--- src/rtl/ldfp_align_if.sv ---
// ldfp_align_if: load-beat input, flush and converter-side output bundle for ldfp_align.
interface ldfp_align_if #(parameter int TAGW = 9);
    logic            in_vld;
    logic            in_rdy;
    logic [127:0]    in_data;
    logic [3:0]      in_off;
    logic            in_sz;
    logic [1:0]      in_dst;
    logic            in_cont;
    logic [TAGW-1:0] in_tag;
    logic            flush;
    logic            out_vld;
    logic            out_rdy;
    logic [64:0]     out_A;
    logic            out_to_sngl;
    logic            out_to_dbl;
    logic            out_to_ext;
    logic [TAGW-1:0] out_tag;
    logic            err;
    modport master (
        output in_vld, in_data, in_off, in_sz, in_dst, in_cont, in_tag, flush, out_rdy,
        input  in_rdy, out_vld, out_A, out_to_sngl, out_to_dbl, out_to_ext, out_tag, err
    );
    modport slave (
        input  in_vld, in_data, in_off, in_sz, in_dst, in_cont, in_tag, flush, out_rdy,
        output in_rdy, out_vld, out_A, out_to_sngl, out_to_dbl, out_to_ext, out_tag, err
    );
endinterface

--- src/rtl/ldfp_align.sv ---
// ldfp_align: extracts a single/double FP operand from a 128-bit bank beat,
// merging the two halves of a line-crossing access into one output.
module ldfp_align #(parameter int TAGW = 9) (
    input logic clk,
    input logic rst,
    ldfp_align_if.slave bus
);
    typedef enum logic {IDLE, WAIT2} state_t;
    state_t          st;
    logic [63:0]     h_lo;
    logic [2:0]      h_len;
    logic            h_sz;
    logic [1:0]      h_dst;
    logic [TAGW-1:0] h_tag;
    logic            vld_q, err_q;
    logic [64:0]     a_q;
    logic [2:0]      sel_q;
    logic [TAGW-1:0] tag_q;
    logic            acc, split, illegal, join_b, fresh, direct, start, bad, load;
    logic [4:0]      end_b;
    logic [63:0]     sh, j, res;
    logic [1:0]      dst;
    assign bus.in_rdy = ~rst & ~bus.flush & (~vld_q | bus.out_rdy);
    assign acc     = bus.in_vld & bus.in_rdy;
    assign sh      = 64'(bus.in_data >> {bus.in_off, 3'b000});
    assign end_b   = {1'b0, bus.in_off} + (bus.in_sz ? 5'd8 : 5'd4);
    assign split   = end_b > 5'd16;
    assign illegal = (bus.in_dst == 2'b11) | (bus.in_sz & (bus.in_dst == 2'b00));
    assign join_b  = acc & bus.in_cont & (st == WAIT2);
    assign fresh   = acc & ~bus.in_cont;
    assign direct  = fresh & ~illegal & ~split;
    assign start   = fresh & ~illegal & split;
    assign bad     = acc & (bus.in_cont ? (st == IDLE) : ((st == WAIT2) | illegal));
    assign load    = direct | join_b;
    // Held low bytes sit at the bottom; second-beat bytes stack on top, excess drops off.
    assign j       = h_lo | (bus.in_data[63:0] << {h_len, 3'b000});
    assign res     = join_b ? (h_sz ? j : {32'b0, j[31:0]}) : (bus.in_sz ? sh : {32'b0, sh[31:0]});
    assign dst     = join_b ? h_dst : bus.in_dst;
    always_ff @(posedge clk or posedge rst) begin
        if (rst) begin
            st    <= IDLE;
            vld_q <= 1'b0;
            err_q <= 1'b0;
            a_q   <= '0;
            sel_q <= '0;
            tag_q <= '0;
            h_lo  <= '0;
            h_len <= '0;
            h_sz  <= 1'b0;
            h_dst <= '0;
            h_tag <= '0;
        end else if (bus.flush) begin
            st    <= IDLE;
            vld_q <= 1'b0;
            err_q <= 1'b0;
        end else begin
            err_q <= bad;
            if (load) begin
                vld_q <= 1'b1;
                a_q   <= {1'b0, res};
                sel_q <= {dst == 2'b10, dst == 2'b01, dst == 2'b00};
                tag_q <= join_b ? h_tag : bus.in_tag;
            end else if (bus.out_rdy) begin
                vld_q <= 1'b0;
            end
            if (start) begin
                st    <= WAIT2;
                h_lo  <= sh;
                h_len <= 3'd0 - bus.in_off[2:0];
                h_sz  <= bus.in_sz;
                h_dst <= bus.in_dst;
                h_tag <= bus.in_tag;
            end else if (acc) begin
                st <= IDLE;
            end
        end
    end
    assign bus.out_vld     = vld_q;
    assign bus.err         = err_q;
    assign bus.out_A       = a_q;
    assign bus.out_to_sngl = sel_q[0];
    assign bus.out_to_dbl  = sel_q[1];
    assign bus.out_to_ext  = sel_q[2];
    assign bus.out_tag     = tag_q;
endmodule

--- src/flat_wrapper.sv ---
// flat-port wrapper written by rule: the top's interface ports become plain ports
module ldfp_align_flat 
#(parameter int TAGW = 9)
  (clk, rst, bus_in_vld, bus_in_data, bus_in_off, bus_in_sz, bus_in_dst, bus_in_cont, bus_in_tag, bus_flush, bus_out_rdy, bus_in_rdy, bus_out_vld, bus_out_A, bus_out_to_sngl, bus_out_to_dbl, bus_out_to_ext, bus_out_tag, bus_err);
  ldfp_align_if #(.TAGW(TAGW)) bus_i ();
  input logic clk;
  input logic rst;
  input wire logic [$bits(bus_i.in_vld)-1:0] bus_in_vld;
  input wire logic [$bits(bus_i.in_data)-1:0] bus_in_data;
  input wire logic [$bits(bus_i.in_off)-1:0] bus_in_off;
  input wire logic [$bits(bus_i.in_sz)-1:0] bus_in_sz;
  input wire logic [$bits(bus_i.in_dst)-1:0] bus_in_dst;
  input wire logic [$bits(bus_i.in_cont)-1:0] bus_in_cont;
  input wire logic [$bits(bus_i.in_tag)-1:0] bus_in_tag;
  input wire logic [$bits(bus_i.flush)-1:0] bus_flush;
  input wire logic [$bits(bus_i.out_rdy)-1:0] bus_out_rdy;
  output wire logic [$bits(bus_i.in_rdy)-1:0] bus_in_rdy;
  output wire logic [$bits(bus_i.out_vld)-1:0] bus_out_vld;
  output wire logic [$bits(bus_i.out_A)-1:0] bus_out_A;
  output wire logic [$bits(bus_i.out_to_sngl)-1:0] bus_out_to_sngl;
  output wire logic [$bits(bus_i.out_to_dbl)-1:0] bus_out_to_dbl;
  output wire logic [$bits(bus_i.out_to_ext)-1:0] bus_out_to_ext;
  output wire logic [$bits(bus_i.out_tag)-1:0] bus_out_tag;
  output wire logic [$bits(bus_i.err)-1:0] bus_err;
  assign bus_i.in_vld = bus_in_vld;
  assign bus_i.in_data = bus_in_data;
  assign bus_i.in_off = bus_in_off;
  assign bus_i.in_sz = bus_in_sz;
  assign bus_i.in_dst = bus_in_dst;
  assign bus_i.in_cont = bus_in_cont;
  assign bus_i.in_tag = bus_in_tag;
  assign bus_i.flush = bus_flush;
  assign bus_i.out_rdy = bus_out_rdy;
  assign bus_in_rdy = bus_i.in_rdy;
  assign bus_out_vld = bus_i.out_vld;
  assign bus_out_A = bus_i.out_A;
  assign bus_out_to_sngl = bus_i.out_to_sngl;
  assign bus_out_to_dbl = bus_i.out_to_dbl;
  assign bus_out_to_ext = bus_i.out_to_ext;
  assign bus_out_tag = bus_i.out_tag;
  assign bus_err = bus_i.err;
  ldfp_align #(.TAGW(TAGW)) u_core (.clk(clk), .rst(rst), .bus(bus_i));
endmodule
--- config.mk ---
export PLATFORM = sky130hd
export DESIGN_NAME = ldfp_align_flat
export DESIGN_NICKNAME = d
export VERILOG_FILES = /design/src/rtl/ldfp_align_if.sv /design/src/rtl/ldfp_align.sv /design/src/flat_wrapper.sv
export SDC_FILE = /design/constraint.sdc
export NUM_CORES = 1
export LEC_CHECK = 0
export ABC_AREA = 1
export CELL_PAD_IN_SITES_DETAIL_PLACEMENT = 1
export CELL_PAD_IN_SITES_GLOBAL_PLACEMENT = 2
export CORE_MARGIN = 5
export CORE_UTILIZATION = 25
export DETAILED_ROUTE_END_ITERATION = 10
export PLACE_DENSITY_LB_ADDON = 0.08
export REMOVE_ABC_BUFFERS = 1
export SETUP_SLACK_MARGIN = 0.15
export SKIP_CTS_REPAIR_TIMING = 1
export SLEW_MARGIN = 10
export SYNTH_ARGS = -nofsm -noshare
export SYNTH_HDL_FRONTEND = slang
export SYNTH_SLANG_ARGS = --single-unit
--- constraint.sdc ---
create_clock -name clk -period 4.3 [get_ports clk]
set_input_delay 0.43 -clock clk [delete_from_list [all_inputs] [get_ports clk]]
set_output_delay 0.43 -clock clk [all_outputs]
set_load 0.02 [all_outputs]
Word level (Yosys, flattened, before mapping)
Cells that the tools add are included.

storage, ports and cells
  memories kept = 0
  input bits = 150
  memory bits (read-only) = 0
  output and inout port bits = 80
  flip-flop bits (word level) = 158
  latch bits = 0
  word-level logic and storage cells = 62
  bits in writable memories = 0

cells by class
  muxes and demuxes = 14
  add/sub/neg operators = 2
  $mul = 0
  equality and inequality tests = 3
  div/mod/pow operators = 0
  shift-type cells = 2
  reduce and logical (&&, ||, !) cells = 6
  bitwise logic cells = 23
  order comparisons = 1

operators with widths
  operator             number
  $mux 64              3
  $shr 128x7->64       1
  $or 64x64->64        1
  $shl 64x6->64        1
  $and 1x1->1          11
  $mux 9               1
  $mux 1               8
  $not 1->1            7
  $reduce_bool 3->1    2
  $add 4x5->5          1
  $gt 5x5->1 const B   1
  $eq 2x2->1 const B   2
  $logic_not 2->1      2
  $mux 4               1
  $or 1x1->1           4
  $reduce_and 2->1     2
  $sub 1x3->3 const A  1
  $eq 2x1->1 const B   1
  $mux 2               1

Longest topological paths before layout
  word-level depth = 10
  gate-level depth with buffers = 14
  gate-level depth less buffers = 12

Worst setup path after synthesis
Ideal clock, no wire load.

  path kind = input-to-reg
  from = input bus_in_off[3]
  to = register u_core.vld_q (netlist: u_core.bus.out_vld)
  required time = 4170 ps
  setup slack = 1765 ps
  setup time = 130 ps
  data arrival time = 2405 ps
  stages = 10
  path buffers = 4
  cells stage by stage = inv_1 -> clkbuf_1 -> clkbuf_1 -> fa_1 -> nand3b_1 -> nand2_1 -> a21oi_2 -> buf_2 -> buf_2 -> o21ai_0

on the way
  longest elaborated chain between the ends = 7
  elaborated cells between the ends (all ways) = 8
  those cells by class = 1 x add/sub; 1 x order compare; 2 x mux; 3 x bitwise; 1 x reduce/logical

ends and longest elaborated chain
  element                 RTL line            text
  start: declaration      flat_wrapper.sv:10  input wire logic [$bits(bus_i.in_off)-1:0] bus_in_off;
  $add 4x5->5 *           ldfp_align.sv:26    assign end_b = {1'b0, bus.in_off} + (bus.in_sz ? 5'd8 : 5'd4);
  $gt 5x5->1 *            ldfp_align.sv:27    assign split = end_b > 5'd16;
  $not 1->1 *             ldfp_align.sv:31    assign direct = fresh & ~illegal & ~split;
  $and 1x1->1 *           ldfp_align.sv:31
  $or 1x1->1 *            ldfp_align.sv:34    assign load = direct | join_b;
  $mux 1                  ldfp_align.sv:58    if (load) begin
  $mux 1                  ldfp_align.sv:52    end else if (bus.flush) begin
  end signal: assignment  ldfp_align.sv:54    vld_q <= 1'b0;
  end signal: assignment  ldfp_align.sv:59    vld_q <= 1'b1;
  end signal: assignment  ldfp_align.sv:64    vld_q <= 1'b0;
  end: declaration        ldfp_align.sv:15    logic vld_q, err_q;

Every way passes the cells marked *; elsewhere a longest branch is shown, timed or not.
A chain may end at the register's enable or synchronous reset.

Worst setup path in the final report
  from = input bus_in_sz
  to = register u_core.a_q[35] (netlist: u_core.bus.out_A[35])

on the way
  longest elaborated chain between the ends = 7
  elaborated cells between the ends (all ways) = 13
  those cells by class = 1 x add/sub; 1 x order compare; 3 x mux; 7 x bitwise; 1 x reduce/logical

ends and longest elaborated chain
  element                                           RTL line                            text
  start: declaration                                flat_wrapper.sv:11                  input wire logic [$bits(bus_i.in_sz)-1:0] bus_in_sz;
  $mux 4 / $and 1x1->1 (equally long branches)      ldfp_align.sv:26, ldfp_align.sv:28
  $add 4x5->5 / $or 1x1->1 (equally long branches)  ldfp_align.sv:26, ldfp_align.sv:28
  $gt 5x5->1 / $not 1->1 (equally long branches)    ldfp_align.sv:27, ldfp_align.sv:31
  $not 1->1 / $and 1x1->1 (equally long branches)   ldfp_align.sv:31
  $and 1x1->1                                       ldfp_align.sv:31
  $or 1x1->1                                        ldfp_align.sv:34
  $reduce_and 2->1 (no line)                        -
  end signal: assignment                            ldfp_align.sv:60                    a_q <= {1'b0, res};
  end: declaration                                  ldfp_align.sv:16                    logic [64:0] a_q;

Several ways; a longest one is shown, not always the timed one.

==> out/qor.yml <==
drc_errors: 0
avgViaCountPerCell: 5.10
multi_input_area_mm2: 0.00827
fp-row-count: 85
hold_path_class: "in2reg"
ios: 230
drv_slew: 0
synth_top_family_by_area: "simple AND/OR/NAND/NOR gates"
cap_violations: 0
path_class: "in2reg"
insertedDiodeCount: 0
yosysSeqAreaShare_pct: 29.4
wl_per_cell_um: 20.7
clkSlewWorstSetupHoldPaths_ns: 0.07
die_w_um: 242
hpwlAfterDp_um: 43400
start_util_pct: 25.1
p_total_mw: 6.74
regArea_mm2: 0.00396
root_buffer: "clkbuf_16"
clock_sinks: 158
area.growth.synth_to_final_pct: 24.4
worstSetupEndpointType: "register"
dp.cells: 3088
fin_worst_skew_ns: 0.00999
synthAdderAreaFrac_pct: 0.335
cp.arrival_ns: 3.25
critPathLaunchType: "primary input"
yosys-top-cells-area: "dfrtp_1 29%, nand2_1 25%, nand3_1 23%"
syn_avg_cell_area_um2: 5.84
cts_tree: "built"
grt_pass1_wl_um: 100000
synth.top_cell.area_share_pct: 29.4
min_period_ns: 2.87
synth.ff_latch_count: 158
netlist.top_cell.by_area: "dfrtp_1"
portBuffers: 228
cp.required_ns: 4.68
synthesis.area_mm2: 0.0135
synth_compound_area_share_pct: 7.05
clock_latency_ns: 0.49
yosys.area_share.simple_pct: 53.7
drive_gt1_share_pct: 3.71
nFillCells: 6918
synth_mux_area_share_pct: 0
leakagePower_nw: 8.09
layout.cells.non_filler: 3120
outcome: "finished clean"
relSlewSlack_pct: 31.5
cts-buffers-inserted: 17
hold_violations: 0
power_density_mw_per_mm2: 403
fin_crit_sh_pct: 66.8
vias: 15900
die_area_mm2: 0.0586
ys_warn_count: 0
setup_ws_ns: 1.43
grt_use_total_pct: 21.7
worst_slew_pin_slew_ns: 1.03
cts_htree_levels: 4
drtIter0Drc: 1264
finalSetupViolCount: 0
first_global_vias: 16400
timing.fmax_ghz: 0.348
place_ws_ns: 0.894
syn_inst: 2303
ant_nets: 0
clockBufferDepth: 2
final_nets: 2564
synthXorXnorAreaFrac_pct: 0.0651
antenna_found_initial: 1
rsz0062_at_grt: "no"
peakVddDrop_uv: 331
core_mm2: 0.0536
routed_wirelength_um: 64700
grt_overflow: 0
gp_congestion: 0.797
firstDrtPassIters: 5
critical_path_peak_fanout: 51
grt_max_degree: 145
die_y_um: 242
synth_cell_types: 29
[cells by family (layout without fill, tap and decap cells)]
kind of cell,count (synthesis),count (layout)
buffers and inverters,280,401
DFF,158,158
other,1,1
AOI/OAI and AO/OA,167,167
and+or+nand+nor,1693,1693
xor gates and xnor gates,1,1
adders and majority gates,3,3
[final cells by class]
| cell class | count | share of cell area (%) |
|---|---|---|
| clock buffer | 19 | 2.71 |
| timing repair buffer | 260 | 15.6 |
| multi-input combinational | 1865 | 49.4 |
| tap | 696 | 5.20 |
| sequential | 158 | 23.6 |
| clock inverter | 13 | 0.927 |
| inverter | 109 | 2.54 |
[metal layers]
metal | up-vias | track usage, % | wire, µm
met3 | 42 | 2.70 | 2270
met2 | 291 | 36.2 | 30100
li1 | 7802 | - | -
met4 | 0 | 5.07 | 912
met5 | - | 0 | 0
met1 | 7763 | 30.1 | 31400
[cells in the mapped netlist, drive strengths merged]
cell type  number
nand3b          3
clkinv          3
ha              2
o211ai         19
buf           123
inv           106
nand3         630
xor2            1
nor2          162
nand4           8
nand2         882
clkbuf         48
a21oi          54
fa              1
a31oi          49
conb            1
nor3            8
dfrtp         158
o21ai          45
[path summary, 6_finish.rpt]
kind / from / endpoint / slack, ns / cells past startpoint
setup / recovery: bus_in_sz / u_core.bus.out_A[35]$_DFFE_PP0P_ / 1.43 / 13
max in group asynchronous: rst / u_core.bus.err$_DFF_PP0_ / 2.93 / 3
hold / removal: bus_in_off[1] / u_core.h_len[1]$_DFFE_PP0P_ / 0.47 / 5
min in group asynchronous: rst / u_core.bus.out_A[36]$_DFFE_PP0P_ / 0.57 / 2
setup reg to reg: u_core.bus.out_vld$_DFFE_PP0P_ / u_core.bus.out_A[35]$_DFFE_PP0P_ / 1.98 / 9
hold reg to reg: u_core.h_tag[0]$_DFFE_PP0P_ / u_core.h_tag[0]$_DFFE_PP0P_ / 0.49 / 2
[stage by stage]
stage,utilization (%),instance area (µm²),hold slack [ns],setup TNS [ns]
finish,31.2,16700,0.465,0
global route,31.2,16700,0.472,0
CTS,31.2,16700,0.430,0
detailed placement,30.1,16100,0.465,0
global placement,30.1,16100,0.462,0
floorplan,-,12600,0.448,-62.13
[power breakdown]
group	switching, mW	leakage, nW	internal (mW)
Sequential	0.284	1.93	1.91
Combinational	1.79	5.87	1.10
Clock	0.764	0.289	0.898
[critical path, stage by stage]
cell and delay, ns:
clkdlybuf4s50_1 0.44, inv_1 0.19, ha_1 0.19, inv_1 0.06, fa_1 0.50, nand3b_1 0.08, nand2_1 0.16, nand2_1 0.12
nand2_4 0.55, buf_12 0.31, nand2_1 0.09, inv_1 0.06, a21oi_1 0.06
[layout by cell type, fill, tap and decap left out, types with 2 or more instances in the layout]
| master | instances |
|---|---|
| bufinv_16 | 2 |
| nand4_1 | 8 |
| inv_1 | 99 |
| inv_6 | 4 |
| nor3_1 | 8 |
| dfrtp_1 | 155 |
| ha_1 | 2 |
| nand3b_1 | 3 |
| a31oi_1 | 49 |
| clkdlybuf4s50_1 | 225 |
| clkbuf_8 | 2 |
| inv_4 | 3 |
| clkinv_4 | 3 |
| a21oi_1 | 53 |
| nor2_1 | 157 |
| nand3_1 | 629 |
| clkinvlp_4 | 3 |
| dfrtp_2 | 3 |
| buf_4 | 26 |
| nand2_4 | 2 |
| buf_12 | 8 |
| inv_8 | 2 |
| o21ai_0 | 44 |
| o211ai_1 | 19 |
| nand2_1 | 879 |
| clkbuf_16 | 17 |
| inv_2 | 5 |
| nor2_4 | 5 |
[flip-flops by register name (all words and copies together), names as in the netlist, 2 cells and up]
register            count
u_core.bus.out_tag      9
u_core.bus.out_A       64
u_core.h_len            3
u_core.h_dst            2
u_core.h_tag            9
u_core.sel_q            3
u_core.h_lo            64
Power figures use the tool's default switching activity.
==> RTL edit 1 (same flow settings) <==
`TAGW` is set to 9 in 3 places; all go to 18.
--- a/src/rtl/ldfp_align_if.sv
+++ b/src/rtl/ldfp_align_if.sv
@@ -1,5 +1,5 @@
 // ldfp_align_if: load-beat input, flush and converter-side output bundle for ldfp_align.
-interface ldfp_align_if #(parameter int TAGW = 9);
+interface ldfp_align_if #(parameter int TAGW = 18);
     logic            in_vld;
     logic            in_rdy;
     logic [127:0]    in_data;
--- a/src/rtl/ldfp_align.sv
+++ b/src/rtl/ldfp_align.sv
@@ -1,6 +1,6 @@
 // ldfp_align: extracts a single/double FP operand from a 128-bit bank beat,
 // merging the two halves of a line-crossing access into one output.
-module ldfp_align #(parameter int TAGW = 9) (
+module ldfp_align #(parameter int TAGW = 18) (
     input logic clk,
     input logic rst,
     ldfp_align_if.slave bus
--- a/src/flat_wrapper.sv
+++ b/src/flat_wrapper.sv
@@ -1,6 +1,6 @@
 // flat-port wrapper written by rule: the top's interface ports become plain ports
 module ldfp_align_flat 
-#(parameter int TAGW = 9)
+#(parameter int TAGW = 18)
   (clk, rst, bus_in_vld, bus_in_data, bus_in_off, bus_in_sz, bus_in_dst, bus_in_cont, bus_in_tag, bus_flush, bus_out_rdy, bus_in_rdy, bus_out_vld, bus_out_A, bus_out_to_sngl, bus_out_to_dbl, bus_out_to_ext, bus_out_tag, bus_err);
   ldfp_align_if #(.TAGW(TAGW)) bus_i ();
   input logic clk;
Interface: changed (resized bus_in_tag and bus_out_tag); port bits go from 230 to 248. No check against the original RTL was run, so the function may have changed too.
==> RTL edit 1 against the unedited design <==
Die area is 5.6% higher. Routed wire length is 1.3% higher. Via count is 4.8% higher. Setup slack better by 0.015 ns. Area after synthesis is 5.9% higher. Sequential cell count is 18 higher. Cell area is 6.1% higher. Total power is 8.2% higher. Critical path type unchanged.
==> RTL edit 1: results (changes against the unedited design) <==
outcome=completed; Setup Crit Path Kind=input port to flip-flop; total global routing overflow=0 (unchanged); First DRT Iteration DRCs=869 (-31%); top post-synthesis cells by area=dfrtp_1, nand2_1, nand3_1; clk_skew=0.01422 ns (+0.004231 ns); nets=2,680 (+4.5%); endpoints failing setup=0 (unchanged); ANT nets after route=0 (unchanged); worst min path class=input port to flip-flop; global-route track usage on met2=34.79% (-1.5 points); Hold Startpoint=bus_in_off[2]; Global Route Usage Sum=20.87% (-0.85 points); register area share after synthesis=30.91% (+1.5 points); CTS max path bufs=2 (unchanged); CP Max Fanout=48 (-5.9%); pre-CTS WS=0.9068 ns (+0.01301 ns); DPL Wire Length=45.44 mm (+4.6%); DR pass1 iterations=5 (unchanged); Hold Crit Depth=3 (-2); Worst R2R Path Depth=9 (unchanged); post-route non-filler standard cell count=3,290 (+5.4%); initial antenna violation count=7 (+6); crit path from=bus_in_sz; Via density=5.063 (-0.65%); first-pass GRT wire length=102.8 mm (+2.8%); Leakage=8.572 nW (+6.0%); Port-buffer cells=246 (+7.9%); Synth Warn #=0 (unchanged); htree depth=4 (unchanged); worst flop-to-flop path startpoint=u_core.bus.out_vld$_DFFE_PP0P_; CTS root buf=clkbuf_16; clock latency on the worst-skew pair=0.50 ns; Yosys cell types=30 (+3.4%); total internal power=4.321 mW (+11%); Commonest cells post-synth=nand2_1, nand3_1, nor2_1, dfrtp_1, inv_1; clock transition at the registers of the reported paths=0.07 ns (about the same); asr flop ratio synth=100.0% (unchanged); met3 GRT Util=3.759% (+1.1 points); Worst Tran Pin Value=0.9526 ns (-0.07369 ns); largest net degree at the start of global routing=137 (-5.5%); M1 GR Usage=28.00% (-2.1 points); layout cells sized above 1=3.674% (-0.038 points); routed wire length per instance=19.91 um (-4.0%); fill count=7,277 (+5.2%); Gate Count Post-Synth=2,397 (+4.1%); CTS buffer count=17 (unchanged); final weighted congestion in routability-driven placement=0.7874 (-1.2%); Max IR drop VDD=0.2252 mV (-32%); critical path data arrival time=3.24 ns (about the same); number of global-route vias before repair=17,410 (+6.2%)
RTL edit 1: final timing paths:
kind,to,slack [ns]
worst max-delay path,u_core.bus.out_A[32]$_DFFE_PP0P_,1.44
worst min-delay path,u_core.h_len[2]$_DFFE_PP0P_,0.42
worst max register to register,u_core.bus.out_A[32]$_DFFE_PP0P_,1.80
worst min register to register,u_core.h_tag[8]$_DFFE_PP0P_,0.48
max in group asynchronous,u_core.bus.out_A[4]$_DFFE_PP0P_,2.80
min in group asynchronous,u_core.sel_q[2]$_DFFE_PP0P_,0.48
RTL edit 1: power by group through the flow:
stage	Combinational (mW)	Clock, mW	Sequential [mW]
finish	3.03	1.84	2.43
global route	3.37	1.96	2.48
global placement	3.02	0	2.46
floorplan	1.37	0	2.70
CTS	3.07	1.90	2.44
detailed placement	3.06	0	2.47
RTL edit 1: cell type report:
type	count	share of cell area [%]
tap	756	5.327
antenna	3	0.04228
inverter	107	2.360
multi-input combinational	1937	48.14
clock inverter	15	1.282
clock buffer	17	2.396
timing repair buffer	279	15.63
sequential	176	24.82
RTL edit 1: stage by stage:
| step | TNS (ns) | area [um2] |
|---|---|---|
| 2_1_floorplan | -163.40 | 13330 |
| 3_3_place_gp | 0 | 17100 |
| 3_5_place_dp | 0 | 17100 |
| 4_1_cts | 0 | 17750 |
| 5_1_grt | 0 | 17750 |
| 6_report | 0 | 17760 |
RTL edit 1: logic make-up after synthesis:
logic type	after synthesis	synth area share, %
XOR/XNOR	1	0.06147
AO/OA/AOI/OAI	172	6.893
adder cells (fa/ha/maj)	3	0.3161
AND/OR/NAND/NOR	1760	52.52
other	1	0.02632
buffers and inverters	284	9.281
flip-flops	176	30.91
RTL edit 1: routing by layer:
metal  routed length, um  vias to the layer above  part of all wire, %
met5                  34                        -                0.052
met4                1392                        6                  2.1
met3                2531                       70                  3.9
met2               30460                      283                   46
met1               31090                     8194                   47
li1                    -                     8103                    -
RTL edit 1: critical path, stage by stage:
cell	delay, ns
clkdlybuf4s50_1	0.44
inv_1	0.19
ha_1	0.18
inv_1	0.05
fa_1	0.47
nand3b_1	0.08
nand2_1	0.15
nand2_1	0.12
nand2_4	0.57
buf_4	0.34
nand2_1	0.08
inv_1	0.06
a21oi_1	0.06
==> RTL edit 2 (same settings) <==
Without the edit above. Make the reset (`rst`) synchronous in one clocked block.
--- a/src/rtl/ldfp_align.sv
+++ b/src/rtl/ldfp_align.sv
@@ -36,7 +36,7 @@
     assign j       = h_lo | (bus.in_data[63:0] << {h_len, 3'b000});
     assign res     = join_b ? (h_sz ? j : {32'b0, j[31:0]}) : (bus.in_sz ? sh : {32'b0, sh[31:0]});
     assign dst     = join_b ? h_dst : bus.in_dst;
-    always_ff @(posedge clk or posedge rst) begin
+    always_ff @(posedge clk) begin
         if (rst) begin
             st    <= IDLE;
             vld_q <= 1'b0;
Function: differs if rst is asserted again (counterexample within 4 cycles, from zero or initial values and one cycle with rst high); with rst held inactive, the same outputs for 4 cycles.
==> RTL edit 2 against the unedited design <==
Fmax fell by 2.6%. Area after synthesis is 1.9% lower. Sequential cell count did not move. Cell area shrank 2.0%. Synthesized cell count increased by 1.7%. Critical path type unchanged. Routed wire length down 2.0%. Die area is 1.8% lower. Via count increased by 1.7%. First-iteration DRC count fell by 39%. Hold slack lost 0.14 ns. Setup slack got worse by 0.076 ns. Sequential share of layout area shrank 4.3 points. Critical path depth up 1.
Power is not compared: it rests on default switching activity, and its combinational part moved more than twofold at a synthesized area within 25%.
==> RTL edit 2: results (changes against the unedited design) <==
layout cells sized above 1=6.658% (+2.9 points); top post-synthesis cells by area=nand3_1, dfxtp_1, nand2_1; critical path data arrival time=3.32 ns (+0.07 ns); Worst Hold End=u_core.bus.out_vld$_SDFFE_PP0P_; multi-input gates=1,838 (-1.4%); global-route track usage on met2=37.02% (+0.77 points); Hold Crit Depth=4 (-1); end of the critical path=u_core.h_lo[38]$_SDFFE_PP0P_; n_diodes=1 (+1); reg2reg setup slack=1.90 ns (-0.08 ns); final weighted congestion in routability-driven placement=0.8003 (+0.44%); Min Hold Slack=0.3239 ns (-0.1411 ns); M1 GR Usage=28.68% (-1.5 points); routed wire length per instance=20.21 um (-2.5%); number of clock buffers in the layout=17 (-2); Vias=16,170 (+1.7%); outcome=completed; Worst Tran Pin Value=1.181 ns (+0.1550 ns); initial antenna violation count=2 (+1); CP Max Fanout=31 (-39%); invs w/o clock=159 (+46%); fraction of standard cell area in multi-input logic=52.32% (+2.9 points); Worst path slowest cell=clkdlybuf4s50_1; clk_skew=0.01065 ns (+0.0006561 ns); Met2 Routed Length=30.02 mm (-0.37%); mean post-synth cell area=5.637 um2 (-3.5%); Non-CTS buffers=261 (+0.38%); asr flop ratio synth=0% (-100 points); number of global-route vias before repair=16,940 (+3.4%); Via density=5.153 (+1.1%); worst flop-to-flop path startpoint=u_core.bus.out_vld$_SDFFE_PP0P_; Hold Startpoint=rst; ys flop type=dfxtp_1
==> RTL edit 2: through the flow <==
stage	area, um2	utilization [%]	setup WS, ns	power [mW]	setup TNS, ns
after floorplan	12320	-	-0.8920	2.114	-36.47
after global placement	15800	30.13	0.9172	2.640	0
after detailed placement	15800	30.13	0.8265	2.645	0
after CTS	16400	31.27	1.383	4.303	0
after global routing	16400	31.27	1.154	4.466	0
final	16400	31.27	1.353	4.222	0
==> RTL edit 2: kinds of logic after synthesis <==
family,after synthesis,share of synthesized area [%]
compound gates,298,13.69
xor+xnor,1,0.06635
fa+ha+maj,3,0.3411
buf+inv,346,11.18
flops,158,23.96
other cells,1,0.02840
simple gates,1535,50.73
==> RTL edit 2: where the power goes <==
part | total [mW] | leakage, nW | switching (mW) | internal (mW)
logic | 1.09 | 6.03 | 0.703 | 0.391
registers | 1.51 | 1.28 | 0.0164 | 1.49
clock network | 1.62 | 0.287 | 0.794 | 0.829
